**src/rtl/bram_window_scheduler_if.sv**
```systemverilog
// Bundle of the scheduler's control, pixel-in, BRAM and column-triple-out signals.
interface bram_window_scheduler_if #(
  parameter int unsigned DATA_WIDTH = 22,
  parameter int unsigned ADDR_W     = 18
);
  logic                  start;
  logic                  start_mode;
  logic                  in_valid;
  logic                  in_ready;
  logic [DATA_WIDTH-1:0] in_data;
  logic                  bram_we;
  logic [ADDR_W-1:0]     bram_wr_addr;
  logic [DATA_WIDTH-1:0] bram_din;
  logic [ADDR_W-1:0]     bram_rd_addr0;
  logic [ADDR_W-1:0]     bram_rd_addr1;
  logic [ADDR_W-1:0]     bram_rd_addr2;
  logic [DATA_WIDTH-1:0] bram_dout0;
  logic [DATA_WIDTH-1:0] bram_dout1;
  logic [DATA_WIDTH-1:0] bram_dout2;
  logic                  out_valid;
  logic                  out_ready;
  logic [DATA_WIDTH-1:0] out_top;
  logic [DATA_WIDTH-1:0] out_mid;
  logic [DATA_WIDTH-1:0] out_bot;
  logic [ADDR_W-1:0]     out_col;
  logic [ADDR_W-1:0]     out_row;
  logic                  out_last;
  logic                  busy;
  logic                  done;

  // Scheduler side: drives the BRAM ports and the triple stream.
  modport master (
    input  start, start_mode, in_valid, in_data,
    input  bram_dout0, bram_dout1, bram_dout2, out_ready,
    output in_ready, bram_we, bram_wr_addr, bram_din,
    output bram_rd_addr0, bram_rd_addr1, bram_rd_addr2,
    output out_valid, out_top, out_mid, out_bot, out_col, out_row, out_last,
    output busy, done
  );

  // Surroundings: pixel source, BRAM and window stage.
  modport slave (
    output start, start_mode, in_valid, in_data,
    output bram_dout0, bram_dout1, bram_dout2, out_ready,
    input  in_ready, bram_we, bram_wr_addr, bram_din,
    input  bram_rd_addr0, bram_rd_addr1, bram_rd_addr2,
    input  out_valid, out_top, out_mid, out_bot, out_col, out_row, out_last,
    input  busy, done
  );
endinterface

```
**src/rtl/bram_window_scheduler.sv**
```systemverilog
// Frame BRAM sequencer: fills one raster frame, then scans it issuing
// top/centre/bottom row reads and streams border-clamped column triples.
module bram_window_scheduler #(
  parameter int unsigned DATA_WIDTH = 22,
  parameter int unsigned IMG_W      = 384,
  parameter int unsigned IMG_H      = 384,
  parameter int unsigned ADDR_W     = 18
) (
  input  logic                   clk,
  input  logic                   rst_n,
  bram_window_scheduler_if.master bus
);

  localparam int unsigned NPIX       = IMG_W * IMG_H;
  localparam int unsigned FIFO_DEPTH = 4;
  localparam int unsigned CNT_W      = 3;

  localparam logic [ADDR_W-1:0] LAST_ADDR  = ADDR_W'(NPIX - 1);
  localparam logic [ADDR_W-1:0] LAST_ROW   = ADDR_W'(IMG_H - 1);
  localparam logic [ADDR_W-1:0] LAST_COL   = ADDR_W'(IMG_W - 1);
  localparam logic [ADDR_W-1:0] ROW_STEP   = ADDR_W'(IMG_W);
  localparam logic [ADDR_W-1:0] BASE2_INIT = (IMG_H > 1) ? ROW_STEP : '0;

  typedef enum logic [1:0] {S_IDLE, S_FILL, S_SCAN, S_DRAIN} state_e;

  typedef struct packed {
    logic [ADDR_W-1:0] row;
    logic [ADDR_W-1:0] col;
    logic              last;
  } tag_t;

  typedef struct packed {
    logic [DATA_WIDTH-1:0] top;
    logic [DATA_WIDTH-1:0] mid;
    logic [DATA_WIDTH-1:0] bot;
    tag_t                  tag;
  } entry_t;

  state_e            state_q, state_d;
  logic              in_ready_c, wr_en_c, issue_c, pop_c;
  logic              fill_last_c, col_last_c, row_last_c, last_pix_c;
  logic [CNT_W-1:0]  inflight_c, cnt_ap_c;

  logic [ADDR_W-1:0] wr_cnt_q, wr_cnt_d;
  logic [ADDR_W-1:0] row_q, row_d, col_q, col_d;
  logic [ADDR_W-1:0] base0_q, base0_d, base1_q, base1_d, base2_q, base2_d;
  logic [ADDR_W-1:0] rd0_q, rd0_d, rd1_q, rd1_d, rd2_q, rd2_d;
  logic              iss1_q, iss2_q;
  tag_t              tag1_q, tag1_d, tag2_q;

  entry_t            fifo_q [FIFO_DEPTH];
  entry_t            fifo_d [FIFO_DEPTH];
  entry_t            push_entry_c;
  logic [CNT_W-1:0]  cnt_q, cnt_d;
  logic              out_valid_q, busy_q, done_q;

  assign fill_last_c = (wr_cnt_q == LAST_ADDR);
  assign col_last_c  = (col_q == LAST_COL);
  assign row_last_c  = (row_q == LAST_ROW);
  assign last_pix_c  = col_last_c && row_last_c;
  assign inflight_c  = CNT_W'(iss1_q) + CNT_W'(iss2_q);
  assign pop_c       = out_valid_q && bus.out_ready;

  // State register.
  always_ff @(posedge clk or negedge rst_n) begin
    if (!rst_n) state_q <= S_IDLE;
    else        state_q <= state_d;
  end

  // Next-state logic.
  always_comb begin
    state_d = state_q;
    case (state_q)
      S_IDLE:  if (bus.start) state_d = bus.start_mode ? S_SCAN : S_FILL;
      S_FILL:  if (wr_en_c && fill_last_c) state_d = S_SCAN;
      S_SCAN:  if (issue_c && last_pix_c) state_d = S_DRAIN;
      S_DRAIN: if ((cnt_q == '0) && !iss1_q && !iss2_q) state_d = S_IDLE;
      default: state_d = S_IDLE;
    endcase
  end

  // Per-state strobes: pixel accept/write in FILL, read issue in SCAN while FIFO room remains.
  always_comb begin
    in_ready_c = 1'b0;
    wr_en_c    = 1'b0;
    issue_c    = 1'b0;
    case (state_q)
      S_FILL: begin
        in_ready_c = 1'b1;
        wr_en_c    = bus.in_valid;
      end
      S_SCAN:  issue_c = (cnt_q + inflight_c) < CNT_W'(FIFO_DEPTH);
      default: ;
    endcase
  end

  // Write counter and scan position; row bases step by IMG_W with bottom row clamped.
  always_comb begin
    wr_cnt_d = wr_cnt_q;
    row_d    = row_q;
    col_d    = col_q;
    base0_d  = base0_q;
    base1_d  = base1_q;
    base2_d  = base2_q;
    rd0_d    = rd0_q;
    rd1_d    = rd1_q;
    rd2_d    = rd2_q;
    tag1_d   = tag1_q;
    if (state_q != S_FILL)  wr_cnt_d = '0;
    else if (wr_en_c)       wr_cnt_d = wr_cnt_q + ADDR_W'(1);
    if (state_q != S_SCAN) begin
      row_d   = '0;
      col_d   = '0;
      base0_d = '0;
      base1_d = '0;
      base2_d = BASE2_INIT;
    end else if (issue_c) begin
      rd0_d  = base0_q + col_q;
      rd1_d  = base1_q + col_q;
      rd2_d  = base2_q + col_q;
      tag1_d = '{row: row_q, col: col_q, last: last_pix_c};
      if (col_last_c) begin
        col_d   = '0;
        row_d   = row_q + ADDR_W'(1);
        base0_d = base1_q;
        base1_d = base1_q + ROW_STEP;
        if (32'(row_q) + 32'd2 < IMG_H) base2_d = base2_q + ROW_STEP;
      end else begin
        col_d = col_q + ADDR_W'(1);
      end
    end
  end

  // Counters, read-address registers and the two-stage tag pipeline matching BRAM latency.
  always_ff @(posedge clk or negedge rst_n) begin
    if (!rst_n) begin
      wr_cnt_q <= '0;
      row_q    <= '0;
      col_q    <= '0;
      base0_q  <= '0;
      base1_q  <= '0;
      base2_q  <= '0;
      rd0_q    <= '0;
      rd1_q    <= '0;
      rd2_q    <= '0;
      iss1_q   <= 1'b0;
      iss2_q   <= 1'b0;
      tag1_q   <= '0;
      tag2_q   <= '0;
    end else begin
      wr_cnt_q <= wr_cnt_d;
      row_q    <= row_d;
      col_q    <= col_d;
      base0_q  <= base0_d;
      base1_q  <= base1_d;
      base2_q  <= base2_d;
      rd0_q    <= rd0_d;
      rd1_q    <= rd1_d;
      rd2_q    <= rd2_d;
      iss1_q   <= issue_c;
      iss2_q   <= iss1_q;
      tag1_q   <= tag1_d;
      tag2_q   <= tag1_q;
    end
  end

  assign push_entry_c = '{top: bus.bram_dout0, mid: bus.bram_dout1,
                          bot: bus.bram_dout2, tag: tag2_q};

  // Show-ahead FIFO with the head fixed at entry 0: pop shifts down, push lands after the survivors.
  always_comb begin
    fifo_d   = fifo_q;
    cnt_ap_c = cnt_q - CNT_W'(pop_c);
    if (pop_c) begin
      for (int unsigned i = 0; i < FIFO_DEPTH - 1; i++) fifo_d[i] = fifo_q[i + 1];
    end
    for (int unsigned i = 0; i < FIFO_DEPTH; i++) begin
      if (iss2_q && (CNT_W'(i) == cnt_ap_c)) fifo_d[i] = push_entry_c;
    end
    cnt_d = cnt_ap_c + CNT_W'(iss2_q);
  end

  // FIFO storage and registered status outputs.
  always_ff @(posedge clk or negedge rst_n) begin
    if (!rst_n) begin
      for (int unsigned i = 0; i < FIFO_DEPTH; i++) fifo_q[i] <= '0;
      cnt_q       <= '0;
      out_valid_q <= 1'b0;
      busy_q      <= 1'b0;
      done_q      <= 1'b0;
    end else begin
      fifo_q      <= fifo_d;
      cnt_q       <= cnt_d;
      out_valid_q <= (cnt_d != '0);
      busy_q      <= (state_d != S_IDLE);
      done_q      <= pop_c && fifo_q[0].tag.last;
    end
  end

  assign bus.in_ready      = in_ready_c;
  assign bus.bram_we       = wr_en_c;
  assign bus.bram_wr_addr  = wr_cnt_q;
  assign bus.bram_din      = in_ready_c ? bus.in_data : '0;
  assign bus.bram_rd_addr0 = rd0_q;
  assign bus.bram_rd_addr1 = rd1_q;
  assign bus.bram_rd_addr2 = rd2_q;
  assign bus.out_valid     = out_valid_q;
  assign bus.out_top       = fifo_q[0].top;
  assign bus.out_mid       = fifo_q[0].mid;
  assign bus.out_bot       = fifo_q[0].bot;
  assign bus.out_row       = fifo_q[0].tag.row;
  assign bus.out_col       = fifo_q[0].tag.col;
  assign bus.out_last      = fifo_q[0].tag.last;
  assign bus.busy          = busy_q;
  assign bus.done          = done_q;

endmodule

```
**src/flat_wrapper.sv**
```systemverilog
// flat-port wrapper written by rule: the top's interface ports become plain ports
module bram_window_scheduler_flat 
#(
  parameter int unsigned DATA_WIDTH = 22,
  parameter int unsigned IMG_W      = 384,
  parameter int unsigned IMG_H      = 384,
  parameter int unsigned ADDR_W     = 18
)
  (clk, rst_n, bus_start, bus_start_mode, bus_in_valid, bus_in_data, bus_bram_dout0, bus_bram_dout1, bus_bram_dout2, bus_out_ready, bus_in_ready, bus_bram_we, bus_bram_wr_addr, bus_bram_din, bus_bram_rd_addr0, bus_bram_rd_addr1, bus_bram_rd_addr2, bus_out_valid, bus_out_top, bus_out_mid, bus_out_bot, bus_out_col, bus_out_row, bus_out_last, bus_busy, bus_done);
  bram_window_scheduler_if #(.DATA_WIDTH(DATA_WIDTH), .ADDR_W(ADDR_W)) bus_i ();
  input  logic clk;
  input  logic rst_n;
  input wire logic [$bits(bus_i.start)-1:0] bus_start;
  input wire logic [$bits(bus_i.start_mode)-1:0] bus_start_mode;
  input wire logic [$bits(bus_i.in_valid)-1:0] bus_in_valid;
  input wire logic [$bits(bus_i.in_data)-1:0] bus_in_data;
  input wire logic [$bits(bus_i.bram_dout0)-1:0] bus_bram_dout0;
  input wire logic [$bits(bus_i.bram_dout1)-1:0] bus_bram_dout1;
  input wire logic [$bits(bus_i.bram_dout2)-1:0] bus_bram_dout2;
  input wire logic [$bits(bus_i.out_ready)-1:0] bus_out_ready;
  output wire logic [$bits(bus_i.in_ready)-1:0] bus_in_ready;
  output wire logic [$bits(bus_i.bram_we)-1:0] bus_bram_we;
  output wire logic [$bits(bus_i.bram_wr_addr)-1:0] bus_bram_wr_addr;
  output wire logic [$bits(bus_i.bram_din)-1:0] bus_bram_din;
  output wire logic [$bits(bus_i.bram_rd_addr0)-1:0] bus_bram_rd_addr0;
  output wire logic [$bits(bus_i.bram_rd_addr1)-1:0] bus_bram_rd_addr1;
  output wire logic [$bits(bus_i.bram_rd_addr2)-1:0] bus_bram_rd_addr2;
  output wire logic [$bits(bus_i.out_valid)-1:0] bus_out_valid;
  output wire logic [$bits(bus_i.out_top)-1:0] bus_out_top;
  output wire logic [$bits(bus_i.out_mid)-1:0] bus_out_mid;
  output wire logic [$bits(bus_i.out_bot)-1:0] bus_out_bot;
  output wire logic [$bits(bus_i.out_col)-1:0] bus_out_col;
  output wire logic [$bits(bus_i.out_row)-1:0] bus_out_row;
  output wire logic [$bits(bus_i.out_last)-1:0] bus_out_last;
  output wire logic [$bits(bus_i.busy)-1:0] bus_busy;
  output wire logic [$bits(bus_i.done)-1:0] bus_done;
  assign bus_i.start = bus_start;
  assign bus_i.start_mode = bus_start_mode;
  assign bus_i.in_valid = bus_in_valid;
  assign bus_i.in_data = bus_in_data;
  assign bus_i.bram_dout0 = bus_bram_dout0;
  assign bus_i.bram_dout1 = bus_bram_dout1;
  assign bus_i.bram_dout2 = bus_bram_dout2;
  assign bus_i.out_ready = bus_out_ready;
  assign bus_in_ready = bus_i.in_ready;
  assign bus_bram_we = bus_i.bram_we;
  assign bus_bram_wr_addr = bus_i.bram_wr_addr;
  assign bus_bram_din = bus_i.bram_din;
  assign bus_bram_rd_addr0 = bus_i.bram_rd_addr0;
  assign bus_bram_rd_addr1 = bus_i.bram_rd_addr1;
  assign bus_bram_rd_addr2 = bus_i.bram_rd_addr2;
  assign bus_out_valid = bus_i.out_valid;
  assign bus_out_top = bus_i.out_top;
  assign bus_out_mid = bus_i.out_mid;
  assign bus_out_bot = bus_i.out_bot;
  assign bus_out_col = bus_i.out_col;
  assign bus_out_row = bus_i.out_row;
  assign bus_out_last = bus_i.out_last;
  assign bus_busy = bus_i.busy;
  assign bus_done = bus_i.done;
  bram_window_scheduler #(.DATA_WIDTH(DATA_WIDTH), .IMG_W(IMG_W), .IMG_H(IMG_H), .ADDR_W(ADDR_W)) u_core (.clk(clk), .rst_n(rst_n), .bus(bus_i));
endmodule
```
**config.mk**
```make
export PLATFORM = sky130hd
export DESIGN_NAME = bram_window_scheduler_flat
export DESIGN_NICKNAME = d
export VERILOG_FILES = /design/src/rtl/bram_window_scheduler_if.sv /design/src/rtl/bram_window_scheduler.sv /design/src/flat_wrapper.sv
export SDC_FILE = /design/constraint.sdc
export NUM_CORES = 1
export LEC_CHECK = 0
export CAP_MARGIN = 20
export CELL_PAD_IN_SITES_DETAIL_PLACEMENT = 1
export CELL_PAD_IN_SITES_GLOBAL_PLACEMENT = 2
export CORE_MARGIN = 2
export CORE_UTILIZATION = 39
export DETAILED_ROUTE_END_ITERATION = 12
export GPL_ROUTABILITY_DRIVEN = 0
export PLACE_DENSITY = 0.88
export REMOVE_ABC_BUFFERS = 1
export SLEW_MARGIN = 30
export SYNTH_ARGS = -nofsm -noshare
export SYNTH_HDL_FRONTEND = slang
export SYNTH_SLANG_ARGS = --single-unit
```
**constraint.sdc**
```tcl
create_clock -name clk -period 5 [get_ports clk]
set_clock_uncertainty 0.15 [all_clocks]
set_input_delay 1 -clock clk [delete_from_list [all_inputs] [get_ports clk]]
set_output_delay 1 -clock clk [all_outputs]
set_load 0.03 [all_outputs]
```
==> metrics.yaml <==
cts_resized: 0
crit_top_cell: "inv_1"
layout-drive-gt1-share: 0.08299
synth-seq-area-share: 0.5589
hold_path_class: "flip-flop to flip-flop"
cts_hold_buf: 0
die_w_um: 272.5
slowest_stage: "clkdlybuf4s50_1"
fin_nets: 3232
fin_hold_ws_ns: 0.2128
grt_pass1_vias: 23730
wl_per_cell_um: 18.87
status: "finished, final reports clean"
path_class: "flip-flop to primary output"
grt_overflow_total: 0
hold_violations: 0
place_area_um2: 31180
synth_top_area_share: 0.5589
grt_pass1_wl_um: 127400
clk_pin_slew_worst_paths_ns: 0.06
vias_per_cell: 5.338
antenna_found_initial: 2
cp_num_buf_inv: 3
root_buffer: "clkbuf_16"
netlist_instances: 2987
synthTopCellsByArea: "dfrtp_1 (56%), nand2_1 (11%), a31oi_1 (6.9%)"
ios: 296
rsz0062_at_grt: "no"
timing.rr.start: "u_core.iss2_q$_DFF_PN0_"
timing.rr.end: "u_core.base2_q[16]$_DFFE_PN0P_"
total_leakage_power_nw: 15.46
r2r_setup_slack_ns: 1.25
max_cap_viol_count: 0
hpwl_um: 48350
fmax_mhz: 236.8
cts.sinks: 628
dr.pass1.iters: 5
cp.required_ns: 3.85
synth_edf_count: 0
clkLatencyLatePin_ns: 0.60
syn2layout_area_growth_pct: 19.37
rows: 98
yosysWarnings: 0
worst_pin_slew_ns: 0.8821
drcViolationCount: 0
r2r_cells: 9
grt_max_degree: 208
fp.dieH_um: 272.5
crit_path_cell_trace: "inv_1 -> nand2_1 -> inv_1 -> and2_1 -> clkdlybuf4s50_1"
totalWireLength_um: 77290
synth_top_cells_by_count: "nand2_1 (844), dfrtp_1 (628), nor2_1 (385)"
worstHoldStart: "u_core.tag1_q[24]$_DFFE_PN0P_"
setup_viol: 0
antenna_left: 0
synth-main-ff-cell: "dfrtp_1"
synthArstFlopShare: 1.000
pwr_density_cell_nw_per_um2: 533.7
placeableCoreArea_um2: 71490
hold_depth: 0
ys_types: 52
gr-usage-all-layers: 0.2104
die_area_um2: 74260
cp-end-kind: "primary output"
finalInstanceArea_um2: 33560
yosysMostFrequentCell: "nand2_1"
ys_seq_elements: 628
synth.cell_area_um2: 28120
critPathArrivalTime_ns: 3.07
avgSynthCellArea_um2: 9.413
first_iter_violations: 1380
cts_buffers: 71
vias: 21870
max_stage_delay_ns: 0.68
min_to: "u_core.push_entry_c[24]$_DFF_PN0_"
drv_slew: 0
critPathTopFamily: "buffers and inverters"
path_max_fanout: 25
synth_top_area_cell: "dfrtp_1"
numPortBuffers: 295
relSlewSlack: 0.4120
cts_setup_buffers: 0
cp-start-kind: "flip-flop"
cts_buffer_depth: 3
min_period_over_period: 0.8446
start_util: 0.3933
tritoncts: "yes"
period_needed_ns: 4.223
ctsHtreeMaxLevel: 3
peakVddDrop_mv: 0.3269
per-layer routing:
layer	track usage	wire length, um
met1	0.2765	34670
met2	0.3564	37680
met3	0.03541	2972
met4	0.06405	1962
met5	0	9
worst max-delay path by stage:
stage	start	endpoint	slack, ns	cells past startpoint
3_5_place_dp	bus_out_ready	u_core.fifo_q[306]$_DFFE_PN0P_	0.73	10
3_3_place_gp	bus_out_ready	u_core.fifo_q[306]$_DFFE_PN0P_	0.83	10
6_report	u_core.state_q[1]$_DFF_PN0_	bus_bram_din[17]	0.78	5
2_1_floorplan	bus_out_ready	u_core.fifo_q[0]$_DFFE_PN0P_	-18.20	8
5_1_grt	u_core.state_q[1]$_DFF_PN0_	bus_bram_din[5]	0.50	5
4_1_cts	u_core.state_q[1]$_DFF_PN0_	bus_bram_din[17]	0.66	5
power by group:
group | total, W | internal, W | switching [W]
logic | 0.00534 | 0.00202 | 0.00332
registers | 0.00731 | 0.00647 | 0.000840
clock network | 0.00527 | 0.00316 | 0.00211
cells by family (layout without fill, tap and decap cells):
group,Yosys count,after routing,synth area share
other cells,0,1,0
mux,108,108,0.04330
flops,628,628,0.5589
xor+xnor,85,85,0.02648
simple gates,1384,1384,0.2002
fa+ha+maj,41,41,0.01825
compound gates,429,429,0.09595
buf+inv,312,470,0.05692
final cells by class:
cell class	instances	area [um2]
clock inverters	16	206.4
repair buffers	327	3401
clock buffers	105	2137
inverters	22	90.09
well taps	950	1189
diodes	1	2.502
flip-flops and latches	628	15720
fillers	7963	37930
multi-input cells	2047	10820
layout by cell type, fill, tap and decap left out, types with 27 or more instances in the layout:
cell type / instances
nand2_1: 842
dfrtp_1: 628
nor2_1: 385
a31oi_1: 312
clkdlybuf4s50_1: 294
mux2_2: 105
clkbuf_16: 73
o21ai_0: 44
xor2_1: 43
xnor2_1: 42
ha_1: 41
and2_1: 27
state kept, by name, summed over array words and instances, names as in the netlist, 3 cells and up:
register / flops
u_core.base0_q: 11
u_core.base1_q: 11
u_core.base2_q: 11
u_core.bus.bram_rd_addr0: 13
u_core.bus.bram_rd_addr1: 16
u_core.bus.bram_rd_addr2: 16
u_core.bus.bram_wr_addr: 18
u_core.bus.out_bot: 22
u_core.bus.out_col: 18
u_core.bus.out_mid: 22
u_core.bus.out_row: 18
u_core.bus.out_top: 22
u_core.cnt_q: 3
u_core.col_q: 18
u_core.fifo_q: 309
u_core.push_entry_c: 37
u_core.row_q: 18
u_core.tag1_q: 37
through the flow:
stage               cells  setup WS (ns)  setup TNS (ns)  utilization  power (W)
floorplan            2697         -18.20        -6712.24            -    0.01072
global placement     3973         0.8279               0       0.4362    0.01245
detailed placement   3973         0.7302               0       0.4362    0.01279
CTS                  4094         0.6625               0       0.4690    0.01816
global route         4096         0.4992               0       0.4695    0.01899
finish               4096         0.7770               0       0.4695    0.01791
No activity file was read; power rests on OpenSTA's default activity.
